===== src/rtl/ifq_pkg.sv =====
// Shared types and constants for the MCPU fetch queue.
// Entry layout, PC increment and the idle instruction value.
package ifq_pkg;

    typedef struct packed {
        logic [31:0] pc;
        logic [31:0] instr;
    } ifq_entry_t;

    localparam logic [31:0] PC_INC    = 32'd4;
    localparam logic [31:0] NOP_INSTR = 32'h0000_0000;

    function automatic logic [31:0] align_pc(input logic [31:0] pc);
        return pc & ~32'h3;
    endfunction

endpackage


===== src/rtl/ifq_fifo.sv =====
// Circular buffer of fetched {pc, instr} entries.
// Flush empties it in one edge; push/pop may happen together.
module ifq_fifo
    import ifq_pkg::*;
#(
    parameter int DEPTH = 4,
    parameter int AW    = $clog2(DEPTH),
    parameter int CW    = $clog2(DEPTH) + 1
) (
    input  logic          clk,
    input  logic          rst_n,
    input  logic          flush,
    input  logic          push,
    input  logic          pop,
    input  ifq_entry_t    wdata,
    output ifq_entry_t    rdata,
    output logic [CW-1:0] count,
    output logic          empty,
    output logic          full
);

    ifq_entry_t    mem_q [DEPTH];
    logic [AW-1:0] wr_ptr;
    logic [AW-1:0] rd_ptr;

    assign rdata = mem_q[rd_ptr];
    assign empty = (count == '0);
    assign full  = (count == CW'(DEPTH));

    always_ff @(posedge clk) begin
        if (push && !flush) begin
            mem_q[wr_ptr] <= wdata;
        end
    end

    // DEPTH is a power of two, so pointers wrap by plain overflow
    always_ff @(posedge clk) begin
        if (!rst_n || flush) begin
            wr_ptr <= '0;
            rd_ptr <= '0;
            count  <= '0;
        end else begin
            if (push) begin
                wr_ptr <= wr_ptr + AW'(1);
            end
            if (pop) begin
                rd_ptr <= rd_ptr + AW'(1);
            end
            count <= count + CW'(push) - CW'(pop);
        end
    end

endmodule


===== src/rtl/ifetch_queue.sv =====
// Fetch PC sequencer and prefetch queue feeding decode.
// Define IFQ_BYPASS_EN for a zero-latency path when the queue is empty.
module ifetch_queue
    import ifq_pkg::*;
#(
    parameter int          DEPTH    = 4,
    parameter logic [31:0] RESET_PC = 32'h0000_0000
) (
    input  logic                     clk,
    input  logic                     rst_n,
    output logic [31:0]              pc_o,
    input  logic [31:0]              instr_i,
    input  logic                     redirect_i,
    input  logic [31:0]              redirect_pc_i,
    output logic                     out_valid_o,
    input  logic                     out_ready_i,
    output logic [31:0]              out_instr_o,
    output logic [31:0]              out_pc_o,
    output logic [$clog2(DEPTH):0]   count_o
);

    localparam int CW = $clog2(DEPTH) + 1;

    logic [31:0]   fetch_pc;
    logic          fetch;
    logic          pop;
    logic          fifo_push;
    logic          fifo_pop;
    logic          fifo_empty;
    logic          fifo_full;
    logic [CW-1:0] fifo_count;
    ifq_entry_t    head;
    ifq_entry_t    wr_entry;
    logic          head_valid;
    logic [31:0]   head_instr;
    logic [31:0]   head_pc;

    assign wr_entry = '{pc: fetch_pc, instr: instr_i};

    ifq_fifo #(
        .DEPTH (DEPTH)
    ) u_fifo (
        .clk   (clk),
        .rst_n (rst_n),
        .flush (redirect_i),
        .push  (fifo_push),
        .pop   (fifo_pop),
        .wdata (wr_entry),
        .rdata (head),
        .count (fifo_count),
        .empty (fifo_empty),
        .full  (fifo_full)
    );

    always_comb begin
        head_valid = rst_n && !redirect_i && !fifo_empty;
        head_instr = head.instr;
        head_pc    = head.pc;
`ifdef IFQ_BYPASS_EN
        if (rst_n && !redirect_i && fifo_empty) begin
            head_valid = 1'b1;
            head_instr = instr_i;
            head_pc    = fetch_pc;
        end
`endif
        pop      = head_valid && out_ready_i;
        fetch    = rst_n && !redirect_i && (!fifo_full || pop);
        fifo_pop = pop && !fifo_empty;
        // a bypassed word that decode takes never enters the queue
        fifo_push = fetch && !(pop && fifo_empty);
    end

    assign out_valid_o = head_valid;
    assign out_instr_o = head_valid ? head_instr : NOP_INSTR;
    assign out_pc_o    = head_pc;
    assign pc_o        = rst_n ? fetch_pc : RESET_PC;
    assign count_o     = rst_n ? fifo_count : '0;

    always_ff @(posedge clk) begin
        if (!rst_n) begin
            fetch_pc <= RESET_PC;
        end else if (redirect_i) begin
            fetch_pc <= align_pc(redirect_pc_i);
        end else if (fetch) begin
            fetch_pc <= fetch_pc + PC_INC;
        end
    end

endmodule


===== config.mk =====
export PLATFORM = sky130hd
export DESIGN_NAME = ifetch_queue
export DESIGN_NICKNAME = d
export VERILOG_FILES = /design/src/rtl/ifq_pkg.sv /design/src/rtl/ifq_fifo.sv /design/src/rtl/ifetch_queue.sv
export SDC_FILE = /design/constraint.sdc
export NUM_CORES = 1
export LEC_CHECK = 0
export CAP_MARGIN = 20
export CORE_ASPECT_RATIO = 1.5
export CORE_UTILIZATION = 49
export DETAILED_ROUTE_END_ITERATION = 8
export GPL_ROUTABILITY_DRIVEN = 1
export PLACE_DENSITY = 0.76
export SYNTH_ARGS = -nofsm -noshare
export SYNTH_HDL_FRONTEND = slang
export SYNTH_SLANG_ARGS = --single-unit

===== constraint.sdc =====
create_clock -name clk -period 3 [get_ports clk]
set_input_delay 0.45 -clock clk [delete_from_list [all_inputs] [get_ports clk]]
set_output_delay 0.45 -clock clk [all_outputs]
set_load 0.01 [all_outputs]

==> results of run 1 <==
-- stage by stage --
step           hold slack [ns]   util  power, mW  area (sq um)
2_1_floorplan            0.458      -       4.82         11700
3_3_place_gp             0.478  0.595       5.11         13800
3_5_place_dp             0.486  0.595       5.13         13800
4_1_cts                  0.494  0.633       8.55         14700
5_1_grt                  0.512  0.634       8.75         14700
6_report                 0.491  0.634       8.48         14700
-- worst max-delay path: stages (launching register included) --
cell and delay (ns):
dfxtp_4 0.38, buf_16 0.31, mux4_2 0.55, and3_1 0.21, clkdlybuf4s50_1 0.47
-- final cells by class --
cell class / count / area [sq um] / area share
Clock buffer: 30 / 687 / 0.0467
Clock inverter: 18 / 210 / 0.0143
Timing Repair Buffer: 185 / 1910 / 0.130
Tap cell: 315 / 394 / 0.0268
Multi-Input combinational cell: 351 / 3240 / 0.220
Inverter: 12 / 45.0 / 0.00306
Sequential cell: 287 / 8230 / 0.559
-- registers in the layout (all words and copies together) (netlist names), named ones only --
register and flops:
u_fifo.mem_q 248, fetch_pc 30, u_fifo.count 3, u_fifo.rd_ptr 2
u_fifo.wr_ptr 2
-- routing by layer --
| metal | global-route usage | share of wire |
|---|---|---|
| met5 | 0 | 0 |
| met4 | 0.0683 | 0.018 |
| met3 | 0.0266 | 0.056 |
| met2 | 0.373 | 0.53 |
| met1 | 0.260 | 0.40 |
-- layout by cell type, fill, tap and decap left out, types with 3 or more instances in the layout --
cell	synthesis	layout
edfxtp_1	248	248
clkdlybuf4s50_1	0	161
mux4_2	62	62
dfxtp_1	39	37
and3_1	39	35
and2_1	31	31
clkbuf_16	0	27
o21ai_0	25	25
nand4_1	19	19
nand2_1	18	18
nor2_1	18	18
buf_4	4	15
nand3_1	13	13
a31oi_1	12	12
or4_1	12	12
inv_1	11	11
a21oi_1	10	10
xnor2_1	9	9
clkinv_1	1	8
nor3_1	8	8
nor4_1	8	8
buf_12	0	8
or3_1	7	7
a211oi_1	7	7
ha_1	7	7
and3_2	1	5
xor2_1	5	5
o211ai_1	5	5
o31ai_1	5	5
clkinv_2	0	5
bufinv_16	0	5
and4_1	4	4
conb_1	1	4
a311oi_1	3	3
nor2b_1	4	3
clkbuf_1	34	3
-- power by group --
group          switching, mW  internal (mW)
Combinational          0.239          0.264
Sequential            0.0897           4.45
Clock                   1.38           2.07
-- cells by family (layout without fill, tap and decap cells) --
| logic type | after synthesis | count (layout) | share of synthesized area |
|---|---|---|---|
| buf+inv | 61 | 245 | 0.0231 |
| xor+xnor | 14 | 14 | 0.0105 |
| compound gates | 72 | 72 | 0.0382 |
| fa+ha+maj | 8 | 8 | 0.00919 |
| mux | 62 | 62 | 0.119 |
| other cells | 1 | 4 | 0.000320 |
| simple gates | 191 | 191 | 0.0969 |
| flops | 287 | 287 | 0.703 |
-- how the worst min path moves through the flow --
stage,start,end,slack (ns),depth (start not counted)
floorplan,fetch_pc[16],u_fifo.mem_q[0][48],0.46,0
global placement,u_fifo.wr_ptr[1],u_fifo.wr_ptr[1],0.48,2
detailed placement,u_fifo.wr_ptr[1],u_fifo.wr_ptr[1],0.49,2
CTS,redirect_pc_i[2],fetch_pc[2],0.49,3
global route,redirect_pc_i[2],fetch_pc[2],0.51,3
finish,u_fifo.wr_ptr[1],u_fifo.wr_ptr[1],0.49,2
==> summary.md, run 1 <==
| Metric | Value |
|---|---|
| Outcome | `complete, no violations` |
| Power Density | `576 mW/mm^2` |
| Tot GR Track Use | `0.208` |
| # DRC | `0` |
| LEAKAGE | `4.79 nW` |
| CTS tree | `yes` |
| Area contributors post-synth | `edfxtp_1 (64%), mux4_2 (12%), dfxtp_1 (6.7%), and3_1 (2.1%), and2_1 (1.7%)` |
| Routed Antenna Nets | `0` |
| Max-cap violations | `0` |
| Fin. Hold Viols | `0` |
| Total vias in the final route | `6793` |
| Drt initial violations | `454` |
| Number of placed cells counting well taps | `1150` |
| First-pass GRT wire length | `38.9 mm` |
| RePlAce Congestion | `0.880` |
| Slew Limit Fails | `0` |
| Arr. time, crit path | `2.44 ns` |
| Area share of the largest cell type after synthesis | `0.636` |
| H-tree levels | `1` |
| Achievable Freq | `346 MHz` |
| CTS buffer count | `26` |
| Cell Rows | `68` |
| GRT overflow | `0` |
| Routed length per instance | `20.6 um` |
| Reg clk slew, reported paths | `0.06 ns` |
| Area grow syn2layout | `25.7%` |
| CTS Root Cell | `clkbuf_16` |
| # fillers | `1673` |
| Seq/Total Area, Yosys | `0.703` |
| Top FF cell, synth | `edfxtp_1` |
| Syn Area/Cell | `16.8 sq um` |
| PostCTS Resize Cnt | `0` |
| Initial antenna violation count | `0` |
| Synth Register Bits | `287` |
| Req. time, crit path | `2.55 ns` |
| RSZ-0062 raised after global routing | `no` |
| N_diodes | `0` |
| Fin cells | `1198` |
| Max-slew headroom | `0.541` |
| CP endpoint | `out_instr_o[27]` |
| DP Worst Slack | `0.262 ns` |
| Kind of critical path | `reg -> out` |
| Final setup fails | `0` |
| CTS sink cnt | `287` |
| Most frequent cell after synthesis | `edfxtp_1` |
| Via density | `5.67` |
| # nets final | `939` |
| Layout cells sized above 1 | `0.159` |
| Vias in the first global route | `7098` |
| TritonRoute pass-1 iters | `4` |
| Commonest cells post-synth | `edfxtp_1 (248), mux4_2 (62), and3_1 (39), dfxtp_1 (39), clkbuf_1 (34)` |
| Top Ports | `168` |
| Part of the cycle the worst path needs | `0.964` |
| Critical Path Sink Type | `output port` |
| FF-to-FF Start | `u_fifo.count[1]` |
| R2R Path End | `u_fifo.count[2]` |
| Die X-Extent | `128 um` |
| Sum Neg Setup Slack | `0 ns` |
| Number of port buffers | `161` |
| Largest net degree at the start of global routing | `63` |
| Worst Skew | `0.0184 ns` |
| YS warnings | `0` |
| Ys async rst share | `0` |
| Full die area | `0.0245 sq mm` |
| Max VDD drop | `0.000409 V` |
| Final worst slack | `0.109 ns` |
| Largest fanout on the critical path | `42` |
| Initial Util | `0.504` |
| Core area | `0.0232 sq mm` |
| Reg-to-reg slack, setup | `0.68 ns` |
| EDFF count, synth | `248` |
| Tightest Pin Transition | `0.683 ns` |
| Synth Cell Area | `0.0117 sq mm` |
| Worst Setup Start Kind | `flip-flop` |
| Clock latency on the worst-skew pair | `0.53 ns` |
| Netlist cell types | `49` |
| Reg2Reg Depth | `9` |
| Cells after synthesis | `696` |
| Post-synth top area cell | `edfxtp_1` |
| CTS Hold Bufs | `0` |
| Setup bufs post-CTS | `0` |
| HPWL after DPL | `15.0 mm` |
| Post-layout min period | `2.89 ns` |
| Hold Crit Class | `reg -> reg` |
| DRT Wirelength | `24.7 mm` |
| Clock Path Buffers | `3` |
| Die height | `191 um` |
(Power assumes the default switching activity.)
==> run 2, diff against run 1 <==
--- a/config.mk
+++ b/config.mk
@@ -7,10 +7,12 @@
 export LEC_CHECK = 0
 export CAP_MARGIN = 20
 export CORE_ASPECT_RATIO = 1.5
-export CORE_UTILIZATION = 49
+export CORE_UTILIZATION = 53
 export DETAILED_ROUTE_END_ITERATION = 8
 export GPL_ROUTABILITY_DRIVEN = 1
-export PLACE_DENSITY = 0.76
+export PLACE_DENSITY = 0.78
+export SLEW_MARGIN = 40
 export SYNTH_ARGS = -nofsm -noshare
 export SYNTH_HDL_FRONTEND = slang
 export SYNTH_SLANG_ARGS = --single-unit
+export TNS_END_PERCENT = 10
==> constraint.sdc (replaced) <==
create_clock -name clk -period 3.3 [get_ports clk]
set_input_delay 0.495 -clock clk [delete_from_list [all_inputs] [get_ports clk]]
set_output_delay 0.495 -clock clk [all_outputs]
set_load 0.01 [all_outputs]
==> run 2 against run 1 <==
Compared with the run above:
- via count is 2.9% higher
- sequential share of layout area up 0.49 points
- highest routed layer unchanged
- global-route usage increased by 2.2 points
- clock-buffer cell count up 6
==> summary.md, run 2 (synthesis gave the netlist of run 1 again) <==
| Metric | Value |
|---|---|
| CTS tree | `yes` |
| Crit-path cells | `buf_4 > mux4_2 > and3_1 > clkdlybuf4s50_1` |
| HPWL after DPL | `15.9 mm (+5.9%)` |
| Final setup fails | `0 (unchanged)` |
| Max VDD drop | `0.000452 V (+11%)` |
| CTS Hold Bufs | `0 (unchanged)` |
| Max-slew headroom | `0.486 (-0.0550)` |
| Total vias in the final route | `6987 (+2.9%)` |
| Drt initial violations | `576 (+27%)` |
| DP Worst Slack | `0.332 ns (+0.0703 ns)` |
| Power Density | `518 mW/mm^2 (-10%)` |
| Worst hold slack | `0.524 ns (+0.0333 ns)` |
| Worst Setup Start Kind | `flip-flop` |
| Most frequent cells in the layout | `edfxtp_1 (248), clkdlybuf4s50_1 (161), mux4_2 (62), dfxtp_1 (37), and3_1 (35)` |
| TritonRoute pass-1 iters | `5 (+1)` |
| Largest fanout on the critical path | `16 (-62%)` |
| Sum Neg Setup Slack | `0 ns (unchanged)` |
| H-tree levels | `1 (unchanged)` |
| Top Ports | `168 (unchanged)` |
| GRT overflow | `0 (unchanged)` |
| Routed Antenna Nets | `0 (unchanged)` |
| Top Registers | `u_fifo.mem_q x248, fetch_pc x30, u_fifo.count x3` |
| Most common cell after layout, fill and taps aside | `edfxtp_1` |
| Largest net degree at the start of global routing | `63 (unchanged)` |
| Crit. path cell count | `4 (unchanged)` |
| N_diodes | `0 (unchanged)` |
| Largest delay contributor family on the critical path | `buffers and inverters` |
| Routed length per instance | `22.0 um (+6.7%)` |
| Reg clk slew, reported paths | `0.07 ns (about the same)` |
| Arr. time, crit path | `2.56 ns (+0.12 ns)` |
| Part of the cycle the worst path needs | `0.927` |
| Achievable Freq | `327 MHz` |
| PostCTS Resize Cnt | `0 (unchanged)` |
| FF-to-FF Start | `fetch_pc[3]` |
| Hold Crit Class | `reg -> reg` |
| Full die area | `0.0227 sq mm (-7.5%)` |
| Reg2Reg Depth | `5 (-4)` |
| Core area | `0.0217 sq mm (-6.5%)` |
| Fin area | `0.0146 sq mm (-0.88%)` |
| DRT Wirelength | `25.3 mm (+2.5%)` |
| Fin cells | `1151 (-3.9%)` |
| Req. time, crit path | `2.80 ns (+0.25 ns)` |
| Number of port buffers | `161 (unchanged)` |
| CP endpoint | `out_instr_o[15]` |
| # DRC | `0 (unchanged)` |
| Via density | `6.07 (+7.1%)` |
| Vias in the first global route | `7324 (+3.2%)` |
| RSZ-0062 raised after global routing | `no` |
| Die height | `184 um (-3.8%)` |
| CTS sink cnt | `287 (unchanged)` |
| CP max-delay cell | `dfxtp_4` |
| RePlAce Congestion | `0.911 (+3.6%)` |
| Final worst slack | `0.241 ns (+0.132 ns)` |
| Clock latency on the worst-skew pair | `0.52 ns (about the same)` |
| Cell Rows | `66 (-2.9%)` |
| Outcome | `complete, no violations` |
| Initial Util | `0.539 (+0.0350)` |
| Max-cap violations | `0 (unchanged)` |
| Slew Limit Fails | `0 (unchanged)` |
| Layout cells sized above 1 | `0.156 (-0.00269)` |
| Most flops, register | `u_fifo.mem_q` |
| CTS Root Cell | `clkbuf_16` |
| Setup bufs post-CTS | `0 (unchanged)` |
| Initial antenna violation count | `1 (+1)` |
| Kind of critical path | `reg -> out` |
| R2R Path End | `fetch_pc[24]` |
| Util after Layout | `0.672 (+0.0381)` |
| Total power | `7.56 mW (-11%)` |
| Worst path max stage delay | `0.57 ns (+0.02 ns)` |
| # nets final | `935 (-0.43%)` |
| Tightest Pin Transition | `0.764 ns (+0.0818 ns)` |
| Fin. Hold Viols | `0 (unchanged)` |
| Post-DP Area | `0.0137 sq mm (-0.61%)` |
| Die X-Extent | `123 um (-3.8%)` |
| CTS buffer count | `26 (unchanged)` |
| CP Buf/Inv Count | `2 (unchanged)` |
| Number of placed cells counting well taps | `1103 (-4.1%)` |
| Clock Path Buffers | `3 (unchanged)` |
| First-pass GRT wire length | `39.7 mm (+2.1%)` |
| Critical Path Sink Type | `output port` |
| Max reg flops | `248 (unchanged)` |
| Tot GR Track Use | `0.230 (+0.0221)` |
| Area grow syn2layout | `24.6%` |
| Post-layout min period | `3.06 ns` |
| Worst Skew | `0.0168 ns (-0.00151 ns)` |
| # fillers | `1462 (-13%)` |
| Reg-to-reg slack, setup | `0.82 ns (+0.14 ns)` |
| LEAKAGE | `4.75 nW (-0.79%)` |
==> run 2: cell types whose count changed in the layout (fill, tap and decap cells not counted), moves of 2 or more <==
cell,change
clkbuf_8,+3
bufinv_16,-3
buf_4,-4
inv_4,+2
clkinv_1,-4
clkbuf_1,+3
==> run 2: final cells by class <==
| type | instances | area, sq um | share of cell area |
|---|---|---|---|
| Inverter | 12 | 45.0 | 0.00309 |
| Multi-Input combinational cell | 351 | 3240 | 0.222 |
| Clock inverter | 12 | 120 | 0.00823 |
| Timing Repair Buffer | 181 | 1870 | 0.128 |
| Clock buffer | 36 | 739 | 0.0507 |
| Sequential cell | 287 | 8230 | 0.564 |
| Tap cell | 272 | 340 | 0.0233 |
==> run 2: power breakdown <==
group | total [mW] | switching [mW] | internal, mW
Sequential | 4.13 | 0.0908 | 4.04
Combinational | 0.449 | 0.213 | 0.237
Clock | 2.98 | 1.25 | 1.73
==> run 2: worst reg2reg max path: stages, from the launching register on <==
cell,delay (ns)
dfxtp_1,0.56
ha_1,0.29
nand4_1,0.24
or4_4,0.64
or4_1,0.49
a31oi_1,0.19
==> run 2: how the worst min path moves through the flow <==
stage | to | slack (ns) | depth (start not counted) | startpoint
6_report | u_fifo.wr_ptr[1] | 0.52 | 2 | u_fifo.wr_ptr[1]
5_1_grt | fetch_pc[2] | 0.53 | 3 | redirect_pc_i[2]
4_1_cts | u_fifo.wr_ptr[1] | 0.52 | 2 | u_fifo.wr_ptr[1]
3_5_place_dp | u_fifo.wr_ptr[1] | 0.51 | 2 | u_fifo.wr_ptr[1]
3_3_place_gp | u_fifo.wr_ptr[1] | 0.47 | 2 | u_fifo.wr_ptr[1]
2_1_floorplan | u_fifo.mem_q[0][48] | 0.46 | 0 | fetch_pc[16]
==> run 2: layer usage <==
| layer | GRT usage | routed length (um) |
|---|---|---|
| met4 | 0.0752 | 664 |
| met1 | 0.293 | 9820 |
| met2 | 0.407 | 13300 |
| met3 | 0.0264 | 1500 |
| met5 | 0 | 0 |
==> run 3, diff against run 2 <==
--- a/config.mk
+++ b/config.mk
@@ -7,10 +7,9 @@
 export LEC_CHECK = 0
 export CAP_MARGIN = 20
 export CORE_ASPECT_RATIO = 1.5
-export CORE_UTILIZATION = 53
+export CORE_UTILIZATION = 30
 export DETAILED_ROUTE_END_ITERATION = 8
 export GPL_ROUTABILITY_DRIVEN = 1
-export PLACE_DENSITY = 0.78
 export SLEW_MARGIN = 40
 export SYNTH_ARGS = -nofsm -noshare
 export SYNTH_HDL_FRONTEND = slang
==> run 3 against run 2 <==
Compared with the run above:
- hold slack worse by 0.030 ns
- first-iteration DRC count down 21%
- clock-buffer cell count shrank 2
- combinational power up 5.8%
- critical path depth unchanged
- total power up 1.9%
- worst setup slack got worse by 0.012 ns
- utilization fell by 28 points
- clock skew down 0.0072 ns
- clock power rose by 4%
- sequential share of layout area is 1.7 points lower
- critical path type unchanged
- highest routed layer unchanged
==> summary.md, run 3 (synthesis gave the netlist of run 1 again) <==
| Metric | Value |
|---|---|
| Area grow syn2layout | `28.5%` |
| Tot GR Track Use | `0.142 (-0.0882)` |
| Top Registers | `u_fifo.mem_q x248, fetch_pc x30, u_fifo.count x3` |
| RSZ-0062 raised after global routing | `no` |
| Largest delay contributor family on the critical path | `buffers and inverters` |
| Most flops, register | `u_fifo.mem_q` |
| CTS Root Cell | `clkbuf_16` |
| P_sw | `1.65 mW (+5.9%)` |
| Number of port buffers | `161 (unchanged)` |
| Fin. Hold Viols | `0 (unchanged)` |
| Achievable Freq | `326 MHz (-0.39%)` |
| Sequential power share | `0.535 (-0.011)` |
| Power Density | `512 mW/mm^2 (-1.3%)` |
| Worst Skew | `0.00965 ns (-0.00720 ns)` |
| # DRC | `0 (unchanged)` |
| Largest fanout on the critical path | `18 (+2)` |
| Req. time, crit path | `2.80 ns (about the same)` |
| Max-slew headroom | `0.523 (+0.0378)` |
| Top Ports | `168 (unchanged)` |
| Via density | `4.98 (-18%)` |
| Max-cap violations | `0 (unchanged)` |
| Full die area | `0.0398 sq mm (+75%)` |
| CTS buffer count | `28 (+7.7%)` |
| CTS tree | `yes` |
| Reg clk slew, reported paths | `0.06 ns (about the same)` |
| CTS sink cnt | `287 (unchanged)` |
| TritonRoute pass-1 iters | `5 (unchanged)` |
| Clock latency on the worst-skew pair | `0.54 ns (+0.02 ns)` |
| First-pass GRT wire length | `42.6 mm (+7.3%)` |
| Initial Util | `0.305 (-0.234)` |
| Most frequent cells in the layout | `edfxtp_1 (248), clkdlybuf4s50_1 (161), mux4_2 (62), dfxtp_1 (37), and3_1 (35)` |
| Kind of critical path | `reg -> out` |
| Max VDD drop | `0.000275 V (-39%)` |
| Final worst slack | `0.229 ns (-0.0121 ns)` |
| CP max-delay cell | `dfxtp_4` |
| Most common cell after layout, fill and taps aside | `edfxtp_1` |
| Largest net degree at the start of global routing | `57 (-9.5%)` |
| N_diodes | `0 (unchanged)` |
| Worst path max stage delay | `0.58 ns (about the same)` |
| Clock Path Buffers | `3 (unchanged)` |
| Outcome | `complete, no violations` |
| Core area | `0.0384 sq mm (+77%)` |
| Hold Crit Class | `reg -> reg` |
| PostCTS Resize Cnt | `0 (unchanged)` |
| Tightest Pin Transition | `0.708 ns (-0.0561 ns)` |
| LEAKAGE | `4.82 nW (+1.6%)` |
| Die height | `244 um (+33%)` |
| RePlAce Congestion | `0.825 (-9.4%)` |
| DP Worst Slack | `0.325 ns (-0.00775 ns)` |
| Power Internal | `6.06 mW (+0.84%)` |
| CP Buf/Inv Count | `2 (unchanged)` |
| Util after Layout | `0.392 (-0.280)` |
| Crit-path cells | `buf_12 > mux4_2 > and3_1 > clkdlybuf4s50_1` |
| Sum Neg Setup Slack | `0 ns (unchanged)` |
| Number of placed cells counting well taps | `1336 (+21%)` |
| Clock share of power | `0.403 (+0.009)` |
| Max reg flops | `248 (unchanged)` |
| Setup bufs post-CTS | `0 (unchanged)` |
| Die X-Extent | `163 um (+32%)` |
| Routed length per instance | `20.1 um (-8.4%)` |
| Vias in the first global route | `7101 (-3.0%)` |
| # nets final | `947 (+1.3%)` |
| GRT overflow | `0 (unchanged)` |
| Total vias in the final route | `6908 (-1.1%)` |
| H-tree levels | `1 (unchanged)` |
| Critical Path Sink Type | `output port` |
| Logic pwr share | `0.062 (+0.003)` |
| Arr. time, crit path | `2.58 ns (+0.02 ns)` |
| Part of the cycle the worst path needs | `0.930 (+0.00365)` |
| Final setup fails | `0 (unchanged)` |
| DRT Wirelength | `27.9 mm (+10%)` |
| Initial antenna violation count | `0 (-1)` |
| Cell Rows | `88 (+33%)` |
| Drt initial violations | `457 (-21%)` |
| HPWL after DPL | `18.1 mm (+14%)` |
| Fin cells | `1387 (+21%)` |
| Routed Antenna Nets | `0 (unchanged)` |
| CTS Hold Bufs | `0 (unchanged)` |
| Worst Setup Start Kind | `flip-flop` |
| Post-layout min period | `3.07 ns (+0.0121 ns)` |
| Sw Ratio | `0.214 (+0.00814)` |
| Slew Limit Fails | `0 (unchanged)` |
| Layout cells sized above 1 | `0.168 (+0.0123)` |
-- run 3: layer usage --
layer / wire, um / vias to the layer above / track usage / part of all wire
met5: 0 / - / 0 / 0
met4: 555 / 0 / 0.0440 / 0.020
met3: 1430 / 38 / 0.0171 / 0.051
met2: 14800 / 241 / 0.257 / 0.53
met1: 11100 / 3493 / 0.174 / 0.40
li1: - / 3136 / - / -
-- run 3: cell type report --
class / instances / area (sq um)
flip-flops and latches: 287 / 8240
repair buffers: 191 / 2000
inverters: 12 / 45.0
well taps: 495 / 619
fillers: 3517 / 23400
clock buffers: 34 / 744
clock inverters: 17 / 153
multi-input cells: 351 / 3260
-- run 3: worst min-delay path: stages (launching register included) --
cell and delay, ns:
dfxtp_1 0.33, nand2_1 0.06, a21oi_1 0.05
-- run 3: worst paths after layout --
kind | startpoint | end | slack (ns) | cells past startpoint
setup / recovery | flip-flop | out_instr_o[2] | 0.23 | 4
hold reg to reg | u_fifo.wr_ptr[1] | u_fifo.wr_ptr[1] | 0.49 | 2
hold / removal | u_fifo.wr_ptr[1] | u_fifo.wr_ptr[1] | 0.49 | 2
setup reg to reg | u_fifo.count[1] | u_fifo.count[2] | 0.99 | 9
-- run 3: through the flow --
stage | area [sq um] | total power, mW | hold slack [ns]
after CTS | 15100 | 7.81 | 0.499
after global placement | 14200 | 4.67 | 0.478
final | 15100 | 7.71 | 0.494
after detailed placement | 14200 | 4.68 | 0.490
after global routing | 15100 | 7.97 | 0.518
after floorplan | 11700 | 4.38 | 0.458
-- run 3: power groups by stage --
stage / Sequential, mW / Combinational [mW] / Clock (mW)
5_1_grt: 4.13 / 0.516 / 3.32
2_1_floorplan: 4.18 / 0.205 / 0
4_1_cts: 4.12 / 0.484 / 3.20
6_report: 4.12 / 0.475 / 3.11
3_5_place_dp: 4.20 / 0.482 / 0
3_3_place_gp: 4.20 / 0.478 / 0
